### src/rtl/fp_pkg.sv
// Shared FP datapath package: default field widths, bias, saturated exponent,
// packed result layout and exception-flag bundle.
package fp_pkg;

   localparam int unsigned EXP_WIDTH_DEF  = 8;
   localparam int unsigned MANT_WIDTH_DEF = 23;
   localparam int unsigned BIAS           = (1 << (EXP_WIDTH_DEF - 1)) - 1;
   localparam int unsigned EXP_MAX        = (1 << EXP_WIDTH_DEF) - 1;

   typedef struct packed {
      logic                      sign;
      logic [EXP_WIDTH_DEF-1:0]  exp;
      logic [MANT_WIDTH_DEF-1:0] frac;
   } fp_result_t;

   typedef struct packed {
      logic overflow;
      logic underflow;
      logic inexact;
   } fp_flags_t;

   // All-ones exponent code (Inf/NaN) for an arbitrary exponent width.
   function automatic int unsigned fp_exp_max(input int unsigned w);
      return (1 << w) - 1;
   endfunction

endpackage

### src/rtl/fp_round_rne.sv
// Combinational round/pack stage shared by the FP multiplier and adder.
// Takes a normalised fraction with guard/sticky bits and a signed exponent,
// rounds, then saturates to infinity or flushes to zero.
// Macro FP_MULT_NORM_RNE_EN: defined = round-to-nearest-even,
// undefined = truncation (no increment, no carry-out path).
module fp_round_rne
   import fp_pkg::*;
#(
   parameter int unsigned EXP_WIDTH  = EXP_WIDTH_DEF,
   parameter int unsigned MANT_WIDTH = MANT_WIDTH_DEF
) (
   input  logic [MANT_WIDTH-1:0]        i_frac,
   input  logic                         i_g,
   input  logic                         i_s,
   input  logic signed [EXP_WIDTH+1:0]  i_exp,
   output logic [MANT_WIDTH-1:0]        o_frac,
   output logic [EXP_WIDTH-1:0]         o_exp,
   output fp_flags_t                    o_flags
);

   localparam logic signed [EXP_WIDTH+1:0] ExpMaxS = (EXP_WIDTH+2)'(fp_exp_max(EXP_WIDTH));

   logic [MANT_WIDTH-1:0]        w_frac_rnd;
   logic signed [EXP_WIDTH+1:0]  w_exp_fin;
   logic                         w_ovf;
   logic                         w_unf;
`ifdef FP_MULT_NORM_RNE_EN
   logic                         w_round_up;
   logic [MANT_WIDTH:0]          w_sum;
`endif

   // Rounding increment; a carry out of the fraction bumps the exponent.
   always_comb begin
`ifdef FP_MULT_NORM_RNE_EN
      w_round_up = i_g & (i_s | i_frac[0]);
      w_sum      = {1'b0, i_frac} + {{MANT_WIDTH{1'b0}}, w_round_up};
      w_frac_rnd = w_sum[MANT_WIDTH-1:0];
      w_exp_fin  = i_exp + {{(EXP_WIDTH+1){1'b0}}, w_sum[MANT_WIDTH]};
`else
      w_frac_rnd = i_frac;
      w_exp_fin  = i_exp;
`endif
   end

   // Range check on the final exponent, then pack with saturation/flush.
   always_comb begin
      w_ovf = (w_exp_fin >= ExpMaxS);
      w_unf = w_exp_fin[EXP_WIDTH+1] | (w_exp_fin == '0);
      o_frac = w_frac_rnd;
      o_exp  = w_exp_fin[EXP_WIDTH-1:0];
      if (w_ovf) begin
         o_frac = '0;
         o_exp  = '1;
      end else if (w_unf) begin
         o_frac = '0;
         o_exp  = '0;
      end
      o_flags.overflow  = w_ovf;
      o_flags.underflow = w_unf;
      o_flags.inexact   = i_g | i_s | w_ovf | w_unf;
   end

endmodule

### src/rtl/fp_mult_norm_round.sv
// Two-stage normalise/round back end for the FP multiplier.
// Stage 1 normalises the raw significand product; stage 2 rounds and packs.
// Valid/ready handshake with full throughput; both stages stall together.
// Macro FP_MULT_NORM_RNE_EN selects RNE rounding (truncation when undefined).
module fp_mult_norm_round
   import fp_pkg::*;
#(
   parameter int unsigned EXP_WIDTH  = EXP_WIDTH_DEF,
   parameter int unsigned MANT_WIDTH = MANT_WIDTH_DEF
) (
   input  logic                               in_Clk,
   input  logic                               in_Rst,
   input  logic                               in_Valid,
   output logic                               out_Ready,
   input  logic                               in_Sign,
   input  logic signed [EXP_WIDTH+1:0]        in_Exp,
   input  logic [2*MANT_WIDTH+1:0]            in_Mant,
   output logic                               out_Valid,
   input  logic                               in_Ready,
   output logic [EXP_WIDTH+MANT_WIDTH:0]      out_Result,
   output logic                               out_Overflow,
   output logic                               out_Underflow,
   output logic                               out_Inexact
);

   localparam int unsigned M = MANT_WIDTH;

   // Stage 1 registers
   logic                         r_s1_valid;
   logic                         r_s1_sign;
   logic                         r_s1_zero;
   logic [M-1:0]                 r_s1_frac;
   logic                         r_s1_g;
   logic                         r_s1_s;
   logic signed [EXP_WIDTH+1:0]  r_s1_exp;

   // Stage 2 registers
   logic                         r_s2_valid;
   logic [EXP_WIDTH+M:0]         r_s2_result;
   fp_flags_t                    r_s2_flags;

   logic                         w_s1_adv;
   logic                         w_in_ready;
   logic [M-1:0]                 w_frac;
   logic                         w_g;
   logic                         w_s;
   logic signed [EXP_WIDTH+1:0]  w_exp;
   logic                         w_zero;
   logic [M-1:0]                 w_rnd_frac;
   logic [EXP_WIDTH-1:0]         w_rnd_exp;
   fp_flags_t                    w_rnd_flags;

   assign w_s1_adv   = !r_s2_valid | in_Ready;
   assign w_in_ready = !r_s1_valid | w_s1_adv;
   assign out_Ready  = w_in_ready;

   // Normalise: product is in [1,4); shift right by one when it is >= 2.
   always_comb begin
      w_zero = (in_Mant == '0);
      if (in_Mant[2*M+1]) begin
         w_frac = in_Mant[2*M:M+1];
         w_g    = in_Mant[M];
         w_s    = |in_Mant[M-1:0];
         w_exp  = in_Exp + {{(EXP_WIDTH+1){1'b0}}, 1'b1};
      end else begin
         w_frac = in_Mant[2*M-1:M];
         w_g    = in_Mant[M-1];
         w_s    = |in_Mant[M-2:0];
         w_exp  = in_Exp;
      end
   end

   // Stage 1 register: loads whenever it is empty or draining into stage 2.
   always_ff @(posedge in_Clk) begin
      if (in_Rst) begin
         r_s1_valid <= 1'b0;
         r_s1_sign  <= 1'b0;
         r_s1_zero  <= 1'b0;
         r_s1_frac  <= '0;
         r_s1_g     <= 1'b0;
         r_s1_s     <= 1'b0;
         r_s1_exp   <= '0;
      end else if (w_in_ready) begin
         r_s1_valid <= in_Valid;
         if (in_Valid) begin
            r_s1_sign <= in_Sign;
            r_s1_zero <= w_zero;
            r_s1_frac <= w_frac;
            r_s1_g    <= w_g;
            r_s1_s    <= w_s;
            r_s1_exp  <= w_exp;
         end
      end
   end

   fp_round_rne #(
      .EXP_WIDTH  (EXP_WIDTH),
      .MANT_WIDTH (MANT_WIDTH)
   ) u_round (
      .i_frac  (r_s1_frac),
      .i_g     (r_s1_g),
      .i_s     (r_s1_s),
      .i_exp   (r_s1_exp),
      .o_frac  (w_rnd_frac),
      .o_exp   (w_rnd_exp),
      .o_flags (w_rnd_flags)
   );

   // Stage 2 register: bubbles load zeros so flags read 0 whenever invalid.
   always_ff @(posedge in_Clk) begin
      if (in_Rst) begin
         r_s2_valid  <= 1'b0;
         r_s2_result <= '0;
         r_s2_flags  <= '0;
      end else if (w_s1_adv) begin
         r_s2_valid <= r_s1_valid;
         if (!r_s1_valid) begin
            r_s2_result <= '0;
            r_s2_flags  <= '0;
         end else if (r_s1_zero) begin
            r_s2_result <= {r_s1_sign, {(EXP_WIDTH+M){1'b0}}};
            r_s2_flags  <= '0;
         end else begin
            r_s2_result <= {r_s1_sign, w_rnd_exp, w_rnd_frac};
            r_s2_flags  <= w_rnd_flags;
         end
      end
   end

   assign out_Valid     = r_s2_valid;
   assign out_Result    = r_s2_result;
   assign out_Overflow  = r_s2_flags.overflow;
   assign out_Underflow = r_s2_flags.underflow;
   assign out_Inexact   = r_s2_flags.inexact;

endmodule

### config.mk
export PLATFORM = sky130hd
export DESIGN_NAME = fp_mult_norm_round
export DESIGN_NICKNAME = d
export VERILOG_FILES = /design/src/rtl/fp_pkg.sv /design/src/rtl/fp_round_rne.sv /design/src/rtl/fp_mult_norm_round.sv
export SDC_FILE = /design/constraint.sdc
export NUM_CORES = 1
export LEC_CHECK = 0
export ABC_AREA = 1
export ABC_CLOCK_PERIOD_IN_PS = 1700
export CAP_MARGIN = 20
export CORE_ASPECT_RATIO = 1.2
export CORE_MARGIN = 2
export CORE_UTILIZATION = 48
export DETAILED_ROUTE_END_ITERATION = 8
export GPL_TIMING_DRIVEN = 1
export PLACE_DENSITY_LB_ADDON = 0.25
export RECOVER_POWER = 25
export SETUP_SLACK_MARGIN = 0.2
export SLEW_MARGIN = 20
export SYNTH_ARGS = -nofsm -noshare
export SYNTH_HDL_FRONTEND = slang
export SYNTH_SLANG_ARGS = --single-unit
### constraint.sdc
create_clock -name in_Clk -period 1.7 [get_ports in_Clk]
set_input_delay 0.17 -clock in_Clk [delete_from_list [all_inputs] [get_ports in_Clk]]
set_output_delay 0.17 -clock in_Clk [all_outputs]
set_load 0.02 [all_outputs]
; Word-level counts from Yosys, hierarchy flattened
; Index checks and enable logic that the tools add are counted.
[totals]
regBits = 74
inputBits = 63
out_inout_bits = 37
word_cells = 39
[op_classes]
n_addsub = 1
order_cmp = 1
muxes = 12
bitwise = 6
reduce_logical = 7
[op_table]
columns = cell, count
row1 = $mux 23, 3
row2 = $logic_not 48->1, 1
row3 = $mux 32, 1
row4 = $mux 31, 1
row5 = $reduce_or 23->1, 1
row6 = $reduce_or 22->1, 1
row7 = $mux 8, 2
row8 = $add 10x1->10 const B, 1
row9 = $ge 10x9->1 const B, 1
row10 = $logic_not 10->1, 1
row11 = $mux 10, 1
row12 = $mux 3, 2
row13 = $or 1x1->1, 6
row14 = $logic_not 1->1, 2
row15 = $mux 1, 2
row16 = $reduce_and 2->1, 1

; Longest topological paths before layout
[logic_depth]
word_depth = 6
depth_mapped = 10
ltp_nobuf = 10

; Modules after synthesis
; Synthesis repeated with hierarchy kept, for this count alone.
[hier_totals]
hier_cells = 525
area_unflattened_um2 = 3708.6
[by_module_without_submodules]
columns = module, n_inst, cells_per_inst, area_each_um2, seq_area_each_um2
row1 = fp_mult_norm_round, 1, 426, 3194.3, 1481.4
row2 = fp_round_rne, 1, 99, 514.2, 0.0

; Least setup slack after synthesis
; Ideal clock, no wire load.
[synth_path]
kind = reg-to-reg
start = reg r_s2_valid (netlist: out_Valid)
end = reg r_s1_exp[4]
setup_time_ns = 0.116
arrival_time_ns = 1.383
t_required_ns = 1.584
slack_ns = 0.201
path_stages_with_launch = 8
n_path_buf = 2
period_less_slack_ns = 1.499
path_cell_list = dfxtp_1 nand3_2 nand2_4 inv_2 buf_6 buf_6 o211ai_1 inv_1
[synth_via]
elab_chain_cells = 4
[synth_rtl]
columns = item, line_no
row1 = from (decl), fp_mult_norm_round.sv:38  ; logic r_s2_valid;
row2 = from (signal assigned), fp_mult_norm_round.sv:116  ; r_s2_valid <= r_s1_valid;
row3 = $logic_not 1->1, fp_mult_norm_round.sv:53  ; assign w_s1_adv = !r_s2_valid | in_Ready;
row4 = $or 1x1->1, fp_mult_norm_round.sv:53
row5 = $or 1x1->1, fp_mult_norm_round.sv:54  ; assign w_in_ready = !r_s1_valid | w_s1_adv;
row6 = via out_Ready, fp_mult_norm_round.sv:14  ; output logic out_Ready,
row7 = $reduce_and 2->1 (no line), n/a
row8 = to (signal assigned), fp_mult_norm_round.sv:91  ; r_s1_exp <= w_exp;
row9 = to (decl), fp_mult_norm_round.sv:35  ; logic signed [EXP_WIDTH+1:0] r_s1_exp;
; The timed path passes the listed nets, and every way through them passes these cells.
; A chain may end at the register's enable or synchronous reset.

; Worst setup path after layout
[layout_path]
start = reg r_s2_result[3] (netlist: out_Result[3])
end = out out_Result[3]
[layout_rtl]
columns = item, line_no
row1 = from (decl), fp_mult_norm_round.sv:39  ; logic [EXP_WIDTH+M:0] r_s2_result;
row2 = from (signal assigned), fp_mult_norm_round.sv:121  ; r_s2_result <= {r_s1_sign, {(EXP_WIDTH+M){1'b0}}};
row3 = from (signal assigned), fp_mult_norm_round.sv:124  ; r_s2_result <= {r_s1_sign, w_rnd_exp, w_rnd_frac};
row4 = to (decl), fp_mult_norm_round.sv:20  ; output logic [EXP_WIDTH+MANT_WIDTH:0] out_Result,
; No word-level cell between the ends.

==> impl.org <==
** Status
- Run status :: finished clean

** Layout
- Post-layout net count :: 714
- Filler instances :: 661
- Core utilization of the finished layout :: 67.6%
- Fraction of layout cells with a size suffix above 1 :: 7.20%
- The area growth from synthesis to layout is 36.8%.
- Final non-filler cell area :: 4920 sq um
- 0 antenna diodes ended up in the layout.

** GRT
- Total congestion overflow :: 0
- Global routing used 22.1% of the available tracks across all layers.
- Initial antenna violation count :: 0
- Wire length of the first global-routing pass :: 14.9 mm
- The via count of the first global-routing pass is 3446.
- Pin count of the biggest net entering global routing :: 34

** Critical path
- STA classifies the critical path startpoint as a flop.
- The critical path goes through clkdlybuf4s50_1.
- The critical path in this run is classified as flop to output port.
- Startpoint of the worst-slack reg-to-reg timing path :: out_Valid$_SDFFE_PP0P_
- Reg2Reg Depth :: 6
- Required time at the endpoint of the critical path :: 1.53 ns
- FF-to-FF End :: r_s1_exp[1]$_SDFFE_PP0P_
- Among all stages on the critical path, the largest delay is contributed by sky130_fd_sc_hd__clkdlybuf4s50_1.
- The number of buffers and inverters on the critical path is 1.
- Register-to-register path setup slack :: 0.24 ns
- Cell family contributing the most delay on the critical path :: buffers and inverters
- Worst-path fanout max :: 2
- The worst setup path is captured at an output port.
- Crit path largest cell delay :: 0.62 ns
- Critical path data arrival time :: 1.30 ns

** Placement
- The placed instances occupy a cell area of 4710 sq um.
- At the end of routability-driven placement, the weighted congestion stood at 0.891.
- In this run the tool buffered the top-level ports with 99 buffer cells.
- Summed over all nets, the half-perimeter wirelength after detailed placement is 6.47 mm.

** Timing
- Based on the critical path, the design can be clocked at up to 679 MHz.
- The final number of max-transition violations was 0.
- The clock arrives with 0.0106 ns of skew.
- Setup repair after global routing could not meet its margin everywhere.
- After layout, the worst path uses 86.6% of the clock period.
- Transition time at the pin with the least slew margin :: 0.445 ns
- Headroom to the max-slew limit came out at 70.2%.
- Summed over all failing endpoints, the final setup total negative slack is 0 ns.
- Setup violation total in the final timing report :: 0
- The number of hold-slack violations in the final timing report was 0.
- Final critical-path required period :: 1.47 ns

** Yosys
- Of the post-synthesis cell area, the part taken by muxes is 0%.
- Cell count after synthesis :: 551
- Synthesized area :: 3590 sq um
- The synthesized netlist devotes 34.4% of its cell area to simple gates.
- Nets in the synthesized netlist :: 615
- Main combinational cell family by area after synthesis :: simple AND/OR/NAND/NOR gates
- Adder-cell area share of the yosys netlist :: 0.348%
- Post-synthesis share of cell area spent on xor and xnor gates :: 1.46%
- Cells taking the most area after synthesis :: sky130_fd_sc_hd__dfxtp_1, sky130_fd_sc_hd__nor2_1, sky130_fd_sc_hd__nand2_1
- Mean instance size in the synthesized netlist :: 6.52 sq um
- The synthesized design contains 74 register bits.
- Yosys top cell area share :: 41.2%
- Library cell with the largest summed area after synthesis :: sky130_fd_sc_hd__dfxtp_1
- For this run, the register share of the synthesized area comes to 41.2%.
- Compound-gate portion of the synthesized area :: 12.5%
- Syn. warnings :: 0
- Number of distinct library cells after synthesis :: 28

** Clock network
- Clock slew seen by the registers of the worst setup and hold paths :: 0.08 ns
- Htree depth :: 3
- In this run the deepest clock path goes through 2 buffers.
- Number of buffers created by CTS :: 9
- TritonCTS built the clock tree.
- Sink count of the clock tree :: 74
- The cell sitting at the root of the clock tree is a sky130_fd_sc_hd__clkbuf_8.
- At the later pin of the worst-skew pair, clock insertion delay measures 0.34 ns.
- Cts-stage hold buffer count :: 0

** Die
- Area of the core :: 7270 sq um
- The die is 98.8 microns tall.
- Top-level I/O count :: 100
- Die Span X :: 83 microns
- For this configuration, the core starts out at a cell density of 49.4%.
- Number of rows created at floorplan :: 34
- The floorplan step defined a die boundary enclosing 8200 sq um.

** Drt
- Total wirelength of the detailed-routed design :: 8.67 mm
- Average detailed-routed wire length per instance :: 11.7 microns
- The first TritonRoute pass finished after 4 iterations.
- Via count :: 3684
- The first routing iteration left 167 violations.
- Number of design rule violations left after detail routing :: 0
- Final ANT Viol Nets :: 0
- In the routed layout, each cell is associated on average with a via count of 4.96.

** Pwr
- Power spread over the standard cell area amounts to 860 nW/um^2.
- In this run the static leakage power is 2.02 nW.
- Power comes to 0.00423 W.
- Worst vdd rail ir drop :: 0.000546 V

** Worst hold path
- Hold worst-path end :: r_s1_frac[20]$_SDFFE_PP0P_
- Counting instances, the worst hold path has a depth of 3.
- The startpoint identified for the worst hold timing path is in_Mant[43].
- Path class of the lowest-slack min-delay path :: input pin to flop

** Flow run
- The tool flagged a number of max-cap violations equal to 0.
synth_stat cells, drive strengths merged:
| cell type | n |
|---|---|
| nor2 | 143 |
| nand2 | 135 |
| dfxtp | 74 |
| inv | 57 |
| o21ai | 34 |
| a31oi | 24 |
| a21oi | 18 |
| nand3 | 18 |
| clkbuf | 14 |
| buf | 13 |
| or2 | 5 |
| nand4 | 4 |
| xnor2 | 4 |
| xor2 | 2 |
| a211oi | 1 |
| a21boi | 1 |
| a21o | 1 |
| ha | 1 |
| o211a | 1 |
| o211ai | 1 |
metal layers:
layer / track usage (%) / up-vias / wire [microns]
li1: - / 1917 / -
met1: 25.4 / 1627 / 3570
met2: 39.2 / 120 / 4390
met3: 5.11 / 20 / 496
met4: 9.71 / 0 / 221
met5: 0 / - / 0
where the power goes:
group / switching (W) / internal (W) / leakage, nW
logic: 0.000328 / 0.000298 / 1.28
clock network: 0.000619 / 0.00111 / 0.125
registers: 0.0000512 / 0.00182 / 0.608
total: 0.000998 / 0.00323 / 2.02
worst max path at each step:
stage                                start                          end  slack (ns)  cells past startpoint
2_1_floorplan       out_Valid$_SDFFE_PP0P_     r_s1_exp[4]$_SDFFE_PP0P_        0.20                      7
3_3_place_gp                      in_Ready  out_Result[25]$_SDFFE_PP0P_        0.09                     10
3_5_place_dp                     in_Exp[0]     r_s1_exp[8]$_SDFFE_PP0P_       -0.03                      9
4_1_cts        out_Result[11]$_SDFFE_PP0P_               out_Result[11]        0.20                      1
5_1_grt             out_Valid$_SDFFE_PP0P_     r_s1_exp[1]$_SDFFE_PP0P_        0.15                      6
6_report        out_Result[3]$_SDFFE_PP0P_                out_Result[3]        0.23                      1
cell type report:
class	instances	area, sq um	share of cell area [%]
clock inverter	5	129	2.62
inverter	57	214	4.35
tap	90	113	2.29
sequential	74	1490	30.3
clock buffer	9	124	2.52
timing repair buffer	115	1100	22.4
multi-input combinational	393	1750	35.5
timing repair:
item / CTS / global route
buffers inserted: 0 / 0
endpoints found under the setup margin: 2 / 26
pin swaps: 0 / 0
resized for setup: 2 / 12
registers in the layout (all words and copies together) (netlist names):
register       cells
r_s1_g             1
r_s1_sign          1
out_Overflow       1
r_s1_zero          1
r_s1_valid         1
r_s1_exp          10
r_s1_s             1
r_s1_frac         23
out_Valid          1
out_Inexact        1
out_Underflow      1
out_Result        32
metrics by stage:
stage | setup slack (ns) | hold WS (ns) | std cells
after floorplan | 0.201 | 0.330 | 551
after global placement | 0.0937 | 0.457 | 729
after detailed placement | -0.0257 | 0.457 | 729
after CTS | 0.201 | 0.441 | 743
after global routing | 0.147 | 0.477 | 743
final | 0.228 | 0.453 | 743
layout by cell type, fill, tap and decap left out, types with 2 or more instances in the layout:
cell type	instances
sky130_fd_sc_hd__a31oi_1	24
sky130_fd_sc_hd__clkdlybuf4s50_1	89
sky130_fd_sc_hd__nand2_4	2
sky130_fd_sc_hd__inv_1	56
sky130_fd_sc_hd__xor2_1	2
sky130_fd_sc_hd__clkbuf_8	9
sky130_fd_sc_hd__xnor2_1	4
sky130_fd_sc_hd__a21oi_1	18
sky130_fd_sc_hd__buf_12	3
sky130_fd_sc_hd__nor2_1	142
sky130_fd_sc_hd__clkbuf_1	7
sky130_fd_sc_hd__dfxtp_1	69
sky130_fd_sc_hd__bufinv_16	4
sky130_fd_sc_hd__o21ai_0	34
sky130_fd_sc_hd__dlygate4sd2_1	2
sky130_fd_sc_hd__nand4_1	4
sky130_fd_sc_hd__buf_4	13
sky130_fd_sc_hd__dfxtp_2	5
sky130_fd_sc_hd__nand3_1	16
sky130_fd_sc_hd__nand2_1	132
sky130_fd_sc_hd__or2_2	5
worst min-delay path, stage by stage:
cell                              delay, ns
sky130_fd_sc_hd__clkdlybuf4s50_1       0.43
sky130_fd_sc_hd__nand2_1               0.08
sky130_fd_sc_hd__a31oi_1               0.07
cells by family (layout without fill, tap and decap cells):
family                   after synthesis  in the layout
AO/OA/AOI/OAI                         81             81
XOR/XNOR                               6              6
adder cells (fa/ha/maj)                1              1
buffers and inverters                 84            186
flip-flops                            74             74
AND/OR/NAND/NOR                      305            305
Power figures use the tool's default switching activity.
